--- src/rtl/imem_fetch_controller.sv ---
// Instruction fetch sequencer: PC, imem address, prefetch FIFO to decode.
// Halts with a sticky fault on misaligned or out-of-range fetch addresses.
module imem_fetch_controller #(
  parameter logic [31:0] RESET_PC   = 32'h0000_0000,
  parameter int          IMEM_WORDS = 128,
  parameter int          FIFO_DEPTH = 2
) (
  input  logic        clk,
  input  logic        rst_n,
  input  logic        fetch_en,
  output logic [31:0] imem_addr,
  input  logic [31:0] imem_rdata,
  input  logic        redirect_valid,
  input  logic [31:0] redirect_pc,
  output logic        out_valid,
  input  logic        out_ready,
  output logic [31:0] out_instr,
  output logic [31:0] out_pc,
  output logic        fault,
  output logic [31:0] fault_pc
);

  localparam int PW = (FIFO_DEPTH > 1) ? $clog2(FIFO_DEPTH) : 1;
  localparam int CW = PW + 1;
  localparam logic [31:0] LIMIT = 32'(IMEM_WORDS * 4);
  localparam logic [CW-1:0] FULL = CW'(FIFO_DEPTH);

  typedef enum logic [1:0] {
    S_IDLE,
    S_FETCH,
    S_HALT
  } state_t;

  state_t        r_state;
  state_t        w_next;
  logic [31:0]   r_pc;
  logic [31:0]   r_fpc [FIFO_DEPTH];
  logic [31:0]   r_fin [FIFO_DEPTH];
  logic [PW-1:0] r_wr;
  logic [PW-1:0] r_rd;
  logic [CW-1:0] r_cnt;
  logic          r_fault;
  logic [31:0]   r_fault_pc;

  logic w_pc_bad;
  logic w_rd_bad;
  logic w_full;
  logic w_pop;
  logic w_push;
  logic w_set_fault;
  logic w_clr_fault;
  logic w_upd_fpc;

  function automatic logic is_bad(input logic [31:0] a);
    return (a[1:0] != 2'b00) || (a >= LIMIT);
  endfunction

  assign w_pc_bad  = is_bad(r_pc);
  assign w_rd_bad  = is_bad(redirect_pc);
  assign w_full    = (r_cnt == FULL);
  assign out_valid = (r_cnt != '0);
  // A redirect cancels any pop in flight; the flush wins.
  assign w_pop     = out_valid && out_ready && !redirect_valid;

  assign imem_addr = r_pc;
  assign out_instr = r_fin[r_rd];
  assign out_pc    = r_fpc[r_rd];
  assign fault     = r_fault;
  assign fault_pc  = r_fault_pc;

  // State register.
  always_ff @(posedge clk) begin
    if (!rst_n) r_state <= S_IDLE;
    else        r_state <= w_next;
  end

  // Next-state and fetch/fault control decode.
  always_comb begin
    w_next      = r_state;
    w_push      = 1'b0;
    w_set_fault = 1'b0;
    w_clr_fault = 1'b0;
    w_upd_fpc   = 1'b0;
    unique case (r_state)
      S_IDLE: begin
        if (fetch_en) w_next = S_FETCH;
      end
      S_FETCH: begin
        if (redirect_valid) begin
          w_next = fetch_en ? S_FETCH : S_IDLE;
        end else if (w_pc_bad) begin
          w_next      = S_HALT;
          w_set_fault = 1'b1;
        end else if (!fetch_en) begin
          w_next = S_IDLE;
        end else begin
          w_push = !w_full || w_pop;
        end
      end
      S_HALT: begin
        if (redirect_valid) begin
          if (w_rd_bad) begin
            w_upd_fpc = 1'b1;
          end else begin
            w_next      = S_FETCH;
            w_clr_fault = 1'b1;
          end
        end
      end
      default: w_next = S_IDLE;
    endcase
  end

  // PC, prefetch FIFO storage and pointers.
  always_ff @(posedge clk) begin
    if (!rst_n) begin
      r_pc  <= RESET_PC;
      r_wr  <= '0;
      r_rd  <= '0;
      r_cnt <= '0;
      for (int i = 0; i < FIFO_DEPTH; i++) begin
        r_fpc[i] <= '0;
        r_fin[i] <= '0;
      end
    end else if (redirect_valid) begin
      r_pc  <= redirect_pc;
      r_wr  <= '0;
      r_rd  <= '0;
      r_cnt <= '0;
    end else begin
      if (w_push) begin
        r_fpc[r_wr] <= r_pc;
        r_fin[r_wr] <= imem_rdata;
        r_wr        <= r_wr + PW'(1);
        r_pc        <= r_pc + 32'd4;
      end
      if (w_pop) r_rd <= r_rd + PW'(1);
      if (w_push && !w_pop)      r_cnt <= r_cnt + CW'(1);
      else if (!w_push && w_pop) r_cnt <= r_cnt - CW'(1);
    end
  end

  // Sticky fault flag and offending address.
  always_ff @(posedge clk) begin
    if (!rst_n) begin
      r_fault    <= 1'b0;
      r_fault_pc <= '0;
    end else if (w_set_fault) begin
      r_fault    <= 1'b1;
      r_fault_pc <= r_pc;
    end else if (w_clr_fault) begin
      r_fault    <= 1'b0;
      r_fault_pc <= '0;
    end else if (w_upd_fpc) begin
      r_fault_pc <= redirect_pc;
    end
  end

endmodule

--- config.mk ---
export PLATFORM = sky130hd
export DESIGN_NAME = imem_fetch_controller
export DESIGN_NICKNAME = d
export VERILOG_FILES = /design/src/rtl/imem_fetch_controller.sv
export SDC_FILE = /design/constraint.sdc
export NUM_CORES = 1
export LEC_CHECK = 0
export ABC_AREA = 0
export BUFFER_PORTS_ARGS = -buffer_cell sky130_fd_sc_hd__buf_2
export CORE_UTILIZATION = 50
export CTS_CLUSTER_DIAMETER = 40
export DETAILED_ROUTE_END_ITERATION = 16
export GPL_TIMING_DRIVEN = 0
export PLACE_DENSITY = 0.78
export SLEW_MARGIN = 25
export SYNTH_ARGS = -nofsm -noshare
export SYNTH_HDL_FRONTEND = slang
export SYNTH_SLANG_ARGS = --single-unit
--- constraint.sdc ---
create_clock -name clk -period 17.07 [get_ports clk]
set_input_delay 2.5605 -clock clk [delete_from_list [all_inputs] [get_ports clk]]
set_output_delay 2.5605 -clock clk [all_outputs]
set_load 0.01 [all_outputs]
## Word level (Yosys, flattened, before mapping)

Memories as Yosys holds them, arrays and structs flattened. A register that Yosys moved wholly into a read port is not among the register bits.
Index checks and enable logic that the tools add are counted.

- Add/sub/neg operators: 5
- Mux-type cells: 45
- Multipliers: 0
- Magnitude comparators: 2
- Divide/modulo/power cells: 0
- Reduce and logical (&&, ||, !) cells: 23
- Bitwise logic cells: 1
- Shift operators: 0
- Eq/ne operators: 7

Operator list:

| operator | count |
|---|---|
| $mux W32 | 7 |
| $ge A32 B10 Y1 const B | 2 |
| $reduce_or A32 Y1 | 2 |
| $add A32 B3 Y32 const B | 1 |
| $mux W1 | 29 |
| $mux W2 | 8 |
| $reduce_bool A2 Y1 | 6 |
| $ne A2 B2 Y1 const B | 3 |
| $pmux W2 S3 | 1 |
| $eq A2 B2 Y1 const B | 2 |
| $logic_and A1 B1 Y1 | 4 |
| $logic_not A1 Y1 | 4 |
| $ne A4 B4 Y1 const B | 1 |
| $reduce_and A4 Y1 | 1 |
| $logic_or A1 B1 Y1 | 3 |
| $reduce_bool A3 Y1 | 1 |
| $add A1 B1 Y1 const B | 2 |
| $add A2 B1 Y2 const B | 1 |
| $eq A2 B1 Y1 const B | 1 |
| $logic_not A2 Y1 | 1 |
| $reduce_or A2 Y1 | 1 |
| $sub A2 B1 Y2 const B | 1 |
| $not A1 Y1 | 1 |

- Memory bits (writable): 128
- Output and inout bits: 130
- Memories: 2
- Logic and storage cells: 92
- ROM bits: 0
- Input bits: 69
- Bits in latches: 0
- Bits in registers: 71

Memory list:

| name | depth | bits a word | rd ports | clocked after memory_dff | wr ports | RTL line | RTL |
|---|---|---|---|---|---|---|---|
| r_fin | 2 | 32 | 1 | 1 | 2 | 38 | `logic [31:0] r_fin [FIFO_DEPTH];` |
| r_fpc | 2 | 32 | 1 | 1 | 2 | 37 | `logic [31:0] r_fpc [FIFO_DEPTH];` |

## Logic depth before layout (Yosys ltp)

Gate-level depths: netlist of run 1.

- Word-level depth: 14
- Depth in mapped cells: 8

## Worst setup path after synthesis of run 1

No wires, ideal clock.

- Kind: in2reg
- From: in redirect_valid
- To: mem r_fin[0][0] (enable)
- Setup time: 0.581 ns
- Slack: 8.555 ns
- Required time: 16.489 ns
- Stages on the path: 4
- Data arrival time: 7.935 ns
- Cell sequence: nand2b_4 > or3_1 > buf_2 > o31ai_1

RTL lines:

| what | RTL line | RTL |
|---|---|---|
| start: declaration | 13 | `input logic redirect_valid,` |
| end: declaration | 38 |  |

==> results of run 1 <==
-- cell usage in the layout (no fill, tap or decap), types with 17 or more instances in the layout --
| cell | Yosys | layout |
|---|---|---|
| buf_2 | 5 | 202 |
| conb_1 | 1 | 50 |
| mux2_2 | 64 | 64 |
| clkbuf_16 | 0 | 17 |
| a22oi_1 | 25 | 25 |
| nand3_1 | 33 | 33 |
| a22o_1 | 23 | 23 |
| edfxtp_1 | 128 | 128 |
| and2_1 | 80 | 80 |
| dfxtp_1 | 72 | 72 |
| nor2_1 | 17 | 17 |
| a21oi_1 | 37 | 37 |
| clkbuf_1 | 31 | 32 |
-- worst paths after layout --
check | startpoint | depth (start not counted) | slack (ns) | end
worst min-delay path | fault_pc[8] | 2 | 0.46 | fault_pc[8]
worst max register to register | imem_addr[14] | 6 | 14.28 | r_fpc[1][30]
worst max-delay path | register | 4 | 12.22 | out_instr[0]
worst min register to register | fault_pc[8] | 2 | 0.46 | fault_pc[8]
-- synth_stat cells (4+ instances only) --
cell type,number
nor3_1,5
dfxtp_1,72
inv_1,5
nand2_1,8
buf_2,5
edfxtp_1,128
nor3b_1,4
a22oi_1,25
nor4_1,11
nand2b_1,5
nand3_1,33
o21ai_0,4
a32oi_1,11
and2_1,80
nor2_1,17
clkbuf_1,31
mux2i_1,5
a22o_1,23
and3_1,5
mux2_2,64
a21oi_1,37
-- power groups by stage --
stage          Sequential [mW]  Clock, mW  Combinational (mW)
2_1_floorplan            0.559          0              0.0368
3_3_place_gp             0.558          0              0.0729
3_5_place_dp             0.557          0              0.0768
4_1_cts                  0.546      0.428              0.0773
5_1_grt                  0.549      0.447              0.0842
6_report                 0.546      0.425              0.0775
-- cell type report --
cell class / count / area share, %
inverters: 6 / 0.216
clock inverters: 13 / 1.85
clock buffers: 18 / 4.12
flip-flops and latches: 200 / 50.7
repair buffers: 203 / 10.3
multi-input cells: 427 / 28.4
plain buffers: 41 / 1.71
well taps: 216 / 2.59
diodes: 2 / 0.0481
-- state kept, by name, summed over array words and instances (netlist names), named ones only --
register	cells
imem_addr	32
r_cnt	2
fault	1
r_fin	64
r_wr	1
r_rd	1
r_state	2
r_fpc	64
fault_pc	32
-- cells by family after synthesis --
kind of cell | count (synthesis) | share of synthesized area (%)
other | 1 | 0.0455
multiplexers | 69 | 9.36
AND/OR/NAND/NOR | 186 | 13.4
flip-flops | 200 | 64.2
AO/OA/AOI/OAI | 115 | 9.72
buffers and inverters | 47 | 2.43
adder cells (fa/ha/maj) | 3 | 0.456
XOR/XNOR | 4 | 0.425
-- routing by layer --
metal / routed length (um) / share of wire, % / vias up
li1: - / - / 2839
met1: 7680 / 41 / 2834
met2: 9230 / 49 / 257
met3: 1560 / 8.3 / 34
met4: 460 / 2.4 / 0
met5: 0 / 0 / -
-- per-stage QoR --
| step | hold slack (ns) | power, mW |
|---|---|---|
| 6_report | 0.465 | 1.05 |
| 5_1_grt | 0.491 | 1.08 |
| 4_1_cts | 0.466 | 1.05 |
| 3_5_place_dp | 0.455 | 0.634 |
| 3_3_place_gp | 0.448 | 0.631 |
| 2_1_floorplan | 0.461 | 0.596 |
-- worst register-to-register path, cell delays in order, from the launching register on --
cell and delay (ns):
dfxtp_1 0.34, nor4_1 0.53, nand4_1 0.37, nor3_4 0.51, nand2_1 0.16, nand2_4 0.25
buf_16 0.29
==> impl_results.md, run 1 <==
- Status: finished, final reports clean
- Crit path max fanout: 10
- Clk Latency, worst-skew pair: 0.43 ns
- Placed cell count: roughly 1100
- Max_slew headroom: 56.9%
- Design Area, Final: 10400 um^2
- Synth top area share: 46.7%
- Multi-input gate area: ~3000 um^2
- Critical path class: register to primary output
- DRC viols: 0
- Dpl hpwl: 13.6 mm
- Tcrit/Tclk final: 28.4%
- Clk sinks: 200
- GRT Total Usage: 22.4%
- Final Critical Period: 4.85 ns
- Layer with the highest usage: met2
- Pre-antenna DRT Iters: 5
- GRT overflow: 0
- Clock Skew: 0.0116 ns
- Seq pwr share: 52.1%
- Placer congestion estimate: 0.837
- Synth Instances: around 630
- Synth Cell Area: 8240 um^2
- Initial Utilization: approximately half
- Critical path, cell by cell: clkbuf_1, clkbuf_1, mux2_2, buf_2
- Clock power frac: 40.5%
- Post-DRT Antenna Nets: 0
- Num CTS Buffers: 17
- Die area: 17000 um^2
- Sequential fraction of the synthesis area: between 60 and 70%
- Num rows: 46
- Asr flop ratio synth: 0%
- Register bit total from synthesis: 200
- Root Buffer: clkbuf_16
- # resized after CTS: 0
- Die W: 130 um
- Buf/Inv on CP: 3
- Lkg Pwr: 4.27 nW
- Comb power frac: 7.4%
- Syn Area/Cell: approximately 13 um^2
- Max cap viols: 0
- Clock-pin slew on the worst setup and hold paths: around 0.07 ns
- H-tree depth: 4
- Number of synthesized flops with an enable pin: 128
- Final Util: around 65%
- GRT met2 Usage: 38.2%
- IO buf count: a little under 200
- Crit-path slowest cell: clkbuf_1
- Post-Place Cell Area: 9790 um^2
- First-pass GRT wire length: 28.6 mm
- Post-route non-filler standard cell count: 1126
- Power density cells: ~100 nW/um^2
- Core ar.: roughly 16000 um^2
- Unrepaired setup endpoints after global routing: no
- Largest area contributor in the netlist: edfxtp_1
- Worst-margin pin slew: 0.646 ns
- Synth area leaders: edfxtp_1, dfxtp_1, mux2_2, and2_1, a22o_1
- CTS tree: done
- Crit-path leading delay family: buffers and inverters
- Area growth syn-to-layout: 26.5%
- Internal power: 0.815 mW
- Worst EP arrival: between 2 and 2.5 ns
- Filler cell count: 1231
- Cell variety after synth: 48
- IO Pins: 199
- Routed len/inst: 16.8 um
- Nets@finish: between 900 and 1000
- Main flop type after synthesis: edfxtp_1
- Slew Viols, Final: 0
- Vias in the first global route: 5707
- Pin count of the biggest net entering global routing: a little over 50
- Sw frac: ~22%
- Layout cells sized above 1: 34.8%
- Met1 usage: 26.1%
- Reg area: 5290 um^2
- # hold bufs at CTS: 0
- Worst VDD drop: 73.3 uV
- Setup tns final: 0 ns
- Cell mode on critical path: clkbuf_1
- Critical path startpoint category: register
- Vias post-DR: 5964
- Worst EP required: roughly 15 ns
- Worst min-delay path class: register to register
- Detailed Route Iter0 Violations: 432
- Via/cell ratio: between 5 and 6
- Final-report hold violation count: 0
- Met3 usage: 5.99%
- Worst Setup End Kind: primary output
- CTS Buffer Depth: 2
- DP Worst Slack: 12.22 ns
- Worst path max stage delay: 0.53 ns
- Yosys warnings: 0
- Fmax: 0.206 GHz
- Initial antenna violation count: 3
- Chip height: roughly 130 um
- Worst setup margin: 12.22 ns
- Routed wire length: 18.9 mm
- Setup violations, final: 0
- Setup bufs post-CTS: 0
- NetSw: 0.234 mW
Note: power is estimated with default switching activity, not from simulation.
==> run 2: changes to the inputs <==
==> constraint.sdc (replaced) <==
create_clock -name clk -period 5 [get_ports clk]
set_input_delay 0.75 -clock clk [delete_from_list [all_inputs] [get_ports clk]]
set_output_delay 0.75 -clock clk [all_outputs]
set_load 0.01 [all_outputs]
==> run 2 against run 1 <==
Cell count hardly changed. Worst hold slack better by 0.0029 ns. Design area is 0.46% lower. Non-clock buffer count stayed put. First-iteration DRC count is 23% lower. Die area stayed put. Routed wire length is 1.5% higher. Combinational power grew to 3.4 times the previous value. Core utilization is 0.30 points lower. Setup slack worse by 10 ns. Total power grew to 3.3 times the previous value.
==> impl_results.md, run 2 (synthesized netlist as in run 1, its figures left out) <==
- Worst-margin pin slew: 0.716 ns
- Via/cell ratio: 5.34
- Clock power frac: about two fifths
- Worst VDD drop: 251 uV
- Clk sinks: 200
- Comb power frac: roughly 7.6%
- Sw frac: 22.9%
- GRT overflow: 0
- Max_slew headroom: 52.3%
- Worst EP required: 4.25 ns
- Crit path max fanout: 10
- H-tree depth: 4
- CTS tree: done
- Layout cells sized above 1: around a third
- Critical path, cell by cell: clkbuf_1, clkbuf_1, mux2_2, buf_2
- Dpl hpwl: 13.8 mm
- Worst Setup End Kind: primary output
- Most frequent cells in the layout: buf_2, edfxtp_1, and2_1
- Register-to-register setup slack: 2.13 ns
- Core ar.: 16000 um^2
- Area growth syn-to-layout: 25.9%
- Tcrit/Tclk final: 60.8%
- IO Pins: ~200
- Chip height: 130 um
- Initial antenna violation count: 0
- Crit-path slowest cell: clkbuf_1
- Layer with the highest usage: met2
- Clk Latency, worst-skew pair: 0.43 ns
- IO buf count: 197
- Final Util: 64.8%
- Worst path max stage delay: 0.54 ns
- Routed wire length: about 19 mm
- Final-report hold violation count: 0
- Cell mode on critical path: clkbuf_1
- Post-DRT Antenna Nets: 0
- Clock Skew: roughly 0.011 ns
- Pin count of the biggest net entering global routing: 52
- Placer congestion estimate: 0.826
- Die W: 130 um
- Root Buffer: clkbuf_16
- Max cap viols: 0
- Post-Place Cell Area: between 9000 and 10000 um^2
- Initial Utilization: 51.5%
- GRT met2 Usage: 40.5%
- Top Registers: r_fin (64), r_fpc (64)
- First-pass GRT wire length: 29.4 mm
- Setup tns final: 0 ns
- Routed len/inst: 17.1 um
- Design Area, Final: ~10000 um^2
- Critical path class: register to primary output
- Commonest non-fill, non-tap cell in the layout: buf_2
- Unrepaired setup endpoints after global routing: no
- Setup violations, final: 0
- NetSw: 0.797 mW
- CTS Buffer Depth: 2
- Detailed Route Iter0 Violations: 332
- DRC viols: 0
- Critical path startpoint category: register
- # resized after CTS: 0
- Met3 usage: between 6 and 7%
- Status: finished, final reports clean
- Num CTS Buffers: 17
- Vias post-DR: 6005
- Power density cells: about 330 nW/um^2
- Tot Pwr: 3.47 mW
- Seq pwr share: 53.8%
- Worst EP arrival: 2.29 ns
- Num rows: 46
- Setup bufs post-CTS: 0
- Internal power: between 2 and 3 mW
- Met1 usage: 26.9%
- Vias in the first global route: 5801
- Worst min-delay path class: register to register
- Lkg Pwr: around 4.3 nW
- # hold bufs at CTS: 0
- Pre-antenna DRT Iters: 5
- Slew Viols, Final: 0
- Fmax: 0.329 GHz
- Die area: around 17000 um^2
- GRT Total Usage: 23.1%
- Clock-pin slew on the worst setup and hold paths: 0.07 ns
- Nets@finish: 968
- Final Critical Period: between 3 and 4 ns
run 2: cell count changes in the layout (fill, tap and decap cells not counted), sizes merged:
cell,previous run,this run
clkinvlp,1,2
clkbuf,51,50
bufinv,4,2
clkinv,3,4
inv,11,12
diode,2,1
run 2: layer usage:
layer | share of wire, % | vias to the layer above
li1 | - | 2842
met5 | 0 | -
met2 | 50 | 260
met4 | 1.6 | 0
met1 | 39 | 2878
met3 | 8.6 | 25
run 2: final cells by class:
cell class / count / area, um^2
repair buffers: 203 / 1080
clock buffers: 17 / 425
well taps: 216 / 270
inverters: 6 / 22.5
flip-flops and latches: 200 / 5290
plain buffers: 41 / 178
diodes: 1 / 2.50
fillers: 1250 / 5630
clock inverters: 14 / 144
multi-input cells: 427 / 2960
run 2: worst paths after layout:
kind                  from      endpoint  depth (start not counted)
max               register     out_pc[3]                          4
min           fault_pc[25]  fault_pc[25]                          2
max reg2reg  imem_addr[14]  r_fpc[0][19]                          7
min reg2reg   fault_pc[25]  fault_pc[25]                          2
run 2: critical path, delay by kind of cell (launching register included):
family / cells / cell delay, ns
flops: 1 / 0.31
buf+inv: 3 / 1.13
mux: 1 / 0.41
run 2: power groups by stage:
stage | registers [mW] | logic, mW | clock network (mW)
2_1_floorplan | 1.91 | 0.126 | 0
4_1_cts | 1.87 | 0.265 | 1.35
6_report | 1.87 | 0.265 | 1.34
3_3_place_gp | 1.90 | 0.249 | 0
3_5_place_dp | 1.90 | 0.263 | 0
5_1_grt | 1.88 | 0.290 | 1.40
run 2: through the flow:
step                std cells  setup slack [ns]  hold WS, ns
floorplan                 674             0.308        0.461
global placement         1087             -1.35        0.448
detailed placement       1093              1.90        0.455
CTS                      1124              1.88        0.467
global route             1124              1.80        0.491
finish                   1125              1.96        0.467
==> run 3: changes to the inputs <==
--- a/config.mk
+++ b/config.mk
@@ -5,13 +5,13 @@
 export SDC_FILE = /design/constraint.sdc
 export NUM_CORES = 1
 export LEC_CHECK = 0
-export ABC_AREA = 0
+export ABC_AREA = 1
 export BUFFER_PORTS_ARGS = -buffer_cell sky130_fd_sc_hd__buf_2
-export CORE_UTILIZATION = 50
+export CORE_UTILIZATION = 49
 export CTS_CLUSTER_DIAMETER = 40
 export DETAILED_ROUTE_END_ITERATION = 16
 export GPL_TIMING_DRIVEN = 0
-export PLACE_DENSITY = 0.78
+export PLACE_DENSITY = 0.79
 export SLEW_MARGIN = 25
 export SYNTH_ARGS = -nofsm -noshare
 export SYNTH_HDL_FRONTEND = slang
==> constraint.sdc (replaced) <==
create_clock -name clk -period 2.6 [get_ports clk]
set_input_delay 0.39 -clock clk [delete_from_list [all_inputs] [get_ports clk]]
set_output_delay 0.39 -clock clk [all_outputs]
set_load 0.01 [all_outputs]
==> run 3 against run 2 <==
Sequential power is 92% higher. Register-to-register slack worse by 1.9 ns. Clock skew rose by 0.0019 ns. Synthesized cell count grew 41%. Via count grew 21%. Combinational power grew 140%. Clock power up 100%. Largest power group unchanged.
==> impl_results.md, run 3 <==
- Yosys warnings: 0
- Fmax: 0.421 GHz
- RR Endpoint: r_fin[0][13]
- Worst-margin pin slew: ~0.6 ns
- Synth Area in Compound Gates: 4.40%
- Worst min-delay path class: primary input to register
- # hold bufs at CTS: 0
- Setup violations, final: 0
- Synth top area share: 43.6%
- Initial Utilization: 50.6%
- Worst EP required: approximately 2.7 ns
- Top Registers: r_fin (64), r_fpc (64)
- CTS Buffer Depth: 2
- Unrepaired setup endpoints after global routing: no
- Power density cells: 634 nW/um^2
- GRT overflow: 0
- Synth Cell Area: 8820 um^2
- Largest family of logic cells by synthesized area: simple AND/OR/NAND/NOR gates
- Routed len/inst: 16.1 um
- Die W: 136 um
- H-tree depth: 4
- Status: finished, final reports clean
- Max cap viols: 0
- Layout cells sized above 1: 29.3%
- Post-Place Cell Area: 10300 um^2
- DP Worst Slack: -0.0830 ns
- Clk Latency, worst-skew pair: around 0.44 ns
- IO Pins: 199
- Pin count of the biggest net entering global routing: 52
- Asr flop ratio synth: 0%
- Area growth syn-to-layout: 24.4%
- Routed wire length: 22.4 mm
- Num CTS Buffers: 17
- Die area: 18500 um^2
- Register-to-register setup slack: between 0.2 and 0.25 ns
- Critical path startpoint category: register
- Hold Path End: imem_addr[1]
- Setup tns final: 0 ns
- Most frequent cells after synthesis: edfxtp_1, nand2_1, nand3_1
- Design Area, Final: 11000 um^2
- Lkg Pwr: 4.81 nW
- Num rows: 48
- Critical path class: register to register
- Cell variety after synth: 29
- Register-to-Register Path Depth: 11
- Dpl hpwl: roughly 16 mm
- DRC viols: 0
- Synth area leaders: edfxtp_1, dfxtp_1, mux2_2, nand3_1, nand2_1
- Vias post-DR: 7268
- Largest area contributor in the netlist: edfxtp_1
- Via/cell ratio: 5.23
- Commonest non-fill, non-tap cell in the layout: buf_2
- Worst Setup End Kind: register
- Worst setup margin: 0.224 ns
- Hold Path Depth: 3
- Core ar.: 17400 um^2
- Nets@finish: 1221
- Crit path max fanout: 30
- Most frequent cell after synthesis: edfxtp_1
- Setup bufs post-CTS: 0
- IO buf count: 197
- Syn Area/Cell: 10.0 um^2
- Pre-antenna DRT Iters: 6
- Main flop type after synthesis: edfxtp_1
- Initial antenna violation count: 1
- Worst VDD drop: 476 uV
- Synth Area in Simple Gates: 19.4%
- First-pass GRT wire length: between 30 and 40 mm
- Post-DRT Antenna Nets: 0
- Crit path from: imem_addr[1]
- Sequential fraction of the synthesis area: 59.9%
- Detailed Route Iter0 Violations: 468
- Register bit total from synthesis: 200
- Worst EP arrival: around 2.5 ns
- Synth Instances: 882
- Number of synthesized flops with an enable pin: ~130
- Most frequent cells in the layout: buf_2, edfxtp_1, nand2_1
- Final Critical Period: 2.38 ns
- Hold slack final: between 0.2 and 0.25 ns
- Clock Skew: 0.0134 ns
- Post-synthesis mux area share: 8.17%
- Max_slew headroom: 59.9%
- Worst r2r src: imem_addr[1]
- Filler cell count: 1468
- Placer congestion estimate: 0.906
- GRT Total Usage: between 20 and 25%
- Post-Synth Adder-Cell Area: 0.426%
- HP Start: redirect_pc[1]
- Tcrit/Tclk final: 91.4%
- Root Buffer: clkbuf_16
- Slew Viols, Final: 0
- Final-report hold violation count: 0
- Chip height: 136 um
- CTS tree: done
- Clk sinks: 200
- Clock-pin slew on the worst setup and hold paths: 0.08 ns
- Vias in the first global route: 6890
- XOR/XNOR share of the synthesized area: less than 1%
[run 3: cell types whose count changed in the layout (fill, tap and decap cells not counted), sizes merged, moves of 23 or more]
cell,delta
a22o,-23
nand3,+70
nor2,+85
nand2,+98
inv,+95
and2,-80
nor3,+34
a22oi,-25
nand4,+23
a21oi,+25
[run 3: how the worst max path moves through the flow]
stage | to | slack (ns) | cells after the start
2_1_floorplan | r_fin[0][0] | 0.11 | 10
3_5_place_dp | r_fpc[0][19] | -0.08 | 11
3_3_place_gp | r_fpc[0][10] | -0.69 | 10
4_1_cts | out_pc[12] | 0.04 | 4
6_report | r_fin[0][13] | 0.22 | 11
5_1_grt | r_fin[0][11] | 0.01 | 11
[run 3: metal layers]
layer	global-route usage, %	part of all wire [%]	vias to the layer above
li1	-	-	3492
met1	29.6	41	3434
met2	41.1	50	311
met3	5.93	8.2	31
met4	9.51	1.5	0
met5	0	0	-
[run 3: kinds of logic after synthesis]
kind of cell | count (synthesis)
buffers and inverters | 155
AO/OA/AOI/OAI | 76
flip-flops | 200
adder cells (fa/ha/maj) | 3
XOR/XNOR | 5
AND/OR/NAND/NOR | 378
multiplexers | 64
other | 1
[run 3: per-stage QoR]
stage / utilization, % / cells / power (mW)
floorplan: - / 931 / 4.00
global placement: 59.0 / 1353 / 4.26
detailed placement: 59.3 / 1355 / 4.29
CTS: 62.9 / 1387 / 6.98
global route: 63.0 / 1388 / 7.20
finish: 63.0 / 1389 / 6.96
[run 3: critical path: stages (launching register included)]
cell	delay [ns]
dfxtp_1	0.35
nor2_1	0.13
nand2_1	0.06
nor2_1	0.09
nand2_1	0.09
nor2_2	0.20
nand3_2	0.17
inv_2	0.12
nand2_1	0.12
buf_2	0.27
nand2_8	0.22
buf_12	0.23
[run 3: what timing repair did]
item | 4_1_cts | 5_1_grt
cloned | 0 | 1
pin swaps | 0 | 1
endpoints found under the hold margin | 0 | 0
setup endpoints to repair | 22 | 34
resized for setup | 3 | 0
[run 3: final cells by class]
| cell class | instances | area (um^2) | area share (%) |
|---|---|---|---|
| antenna | 2 | 5.00 | 0.0456 |
| buffer | 54 | 248 | 2.26 |
| clock buffer | 17 | 425 | 3.88 |
| clock inverter | 15 | 193 | 1.76 |
| inverter | 100 | 375 | 3.42 |
| multi-input combinational | 577 | 3130 | 28.5 |
| sequential | 200 | 5290 | 48.2 |
| tap | 225 | 282 | 2.57 |
| timing repair buffer | 199 | 1030 | 9.42 |
[run 3: report_power, final]
part           switching [mW]  internal, mW
logic                   0.411         0.224
registers              0.0726          3.52
clock network            1.34          1.40
total                    1.82          5.14
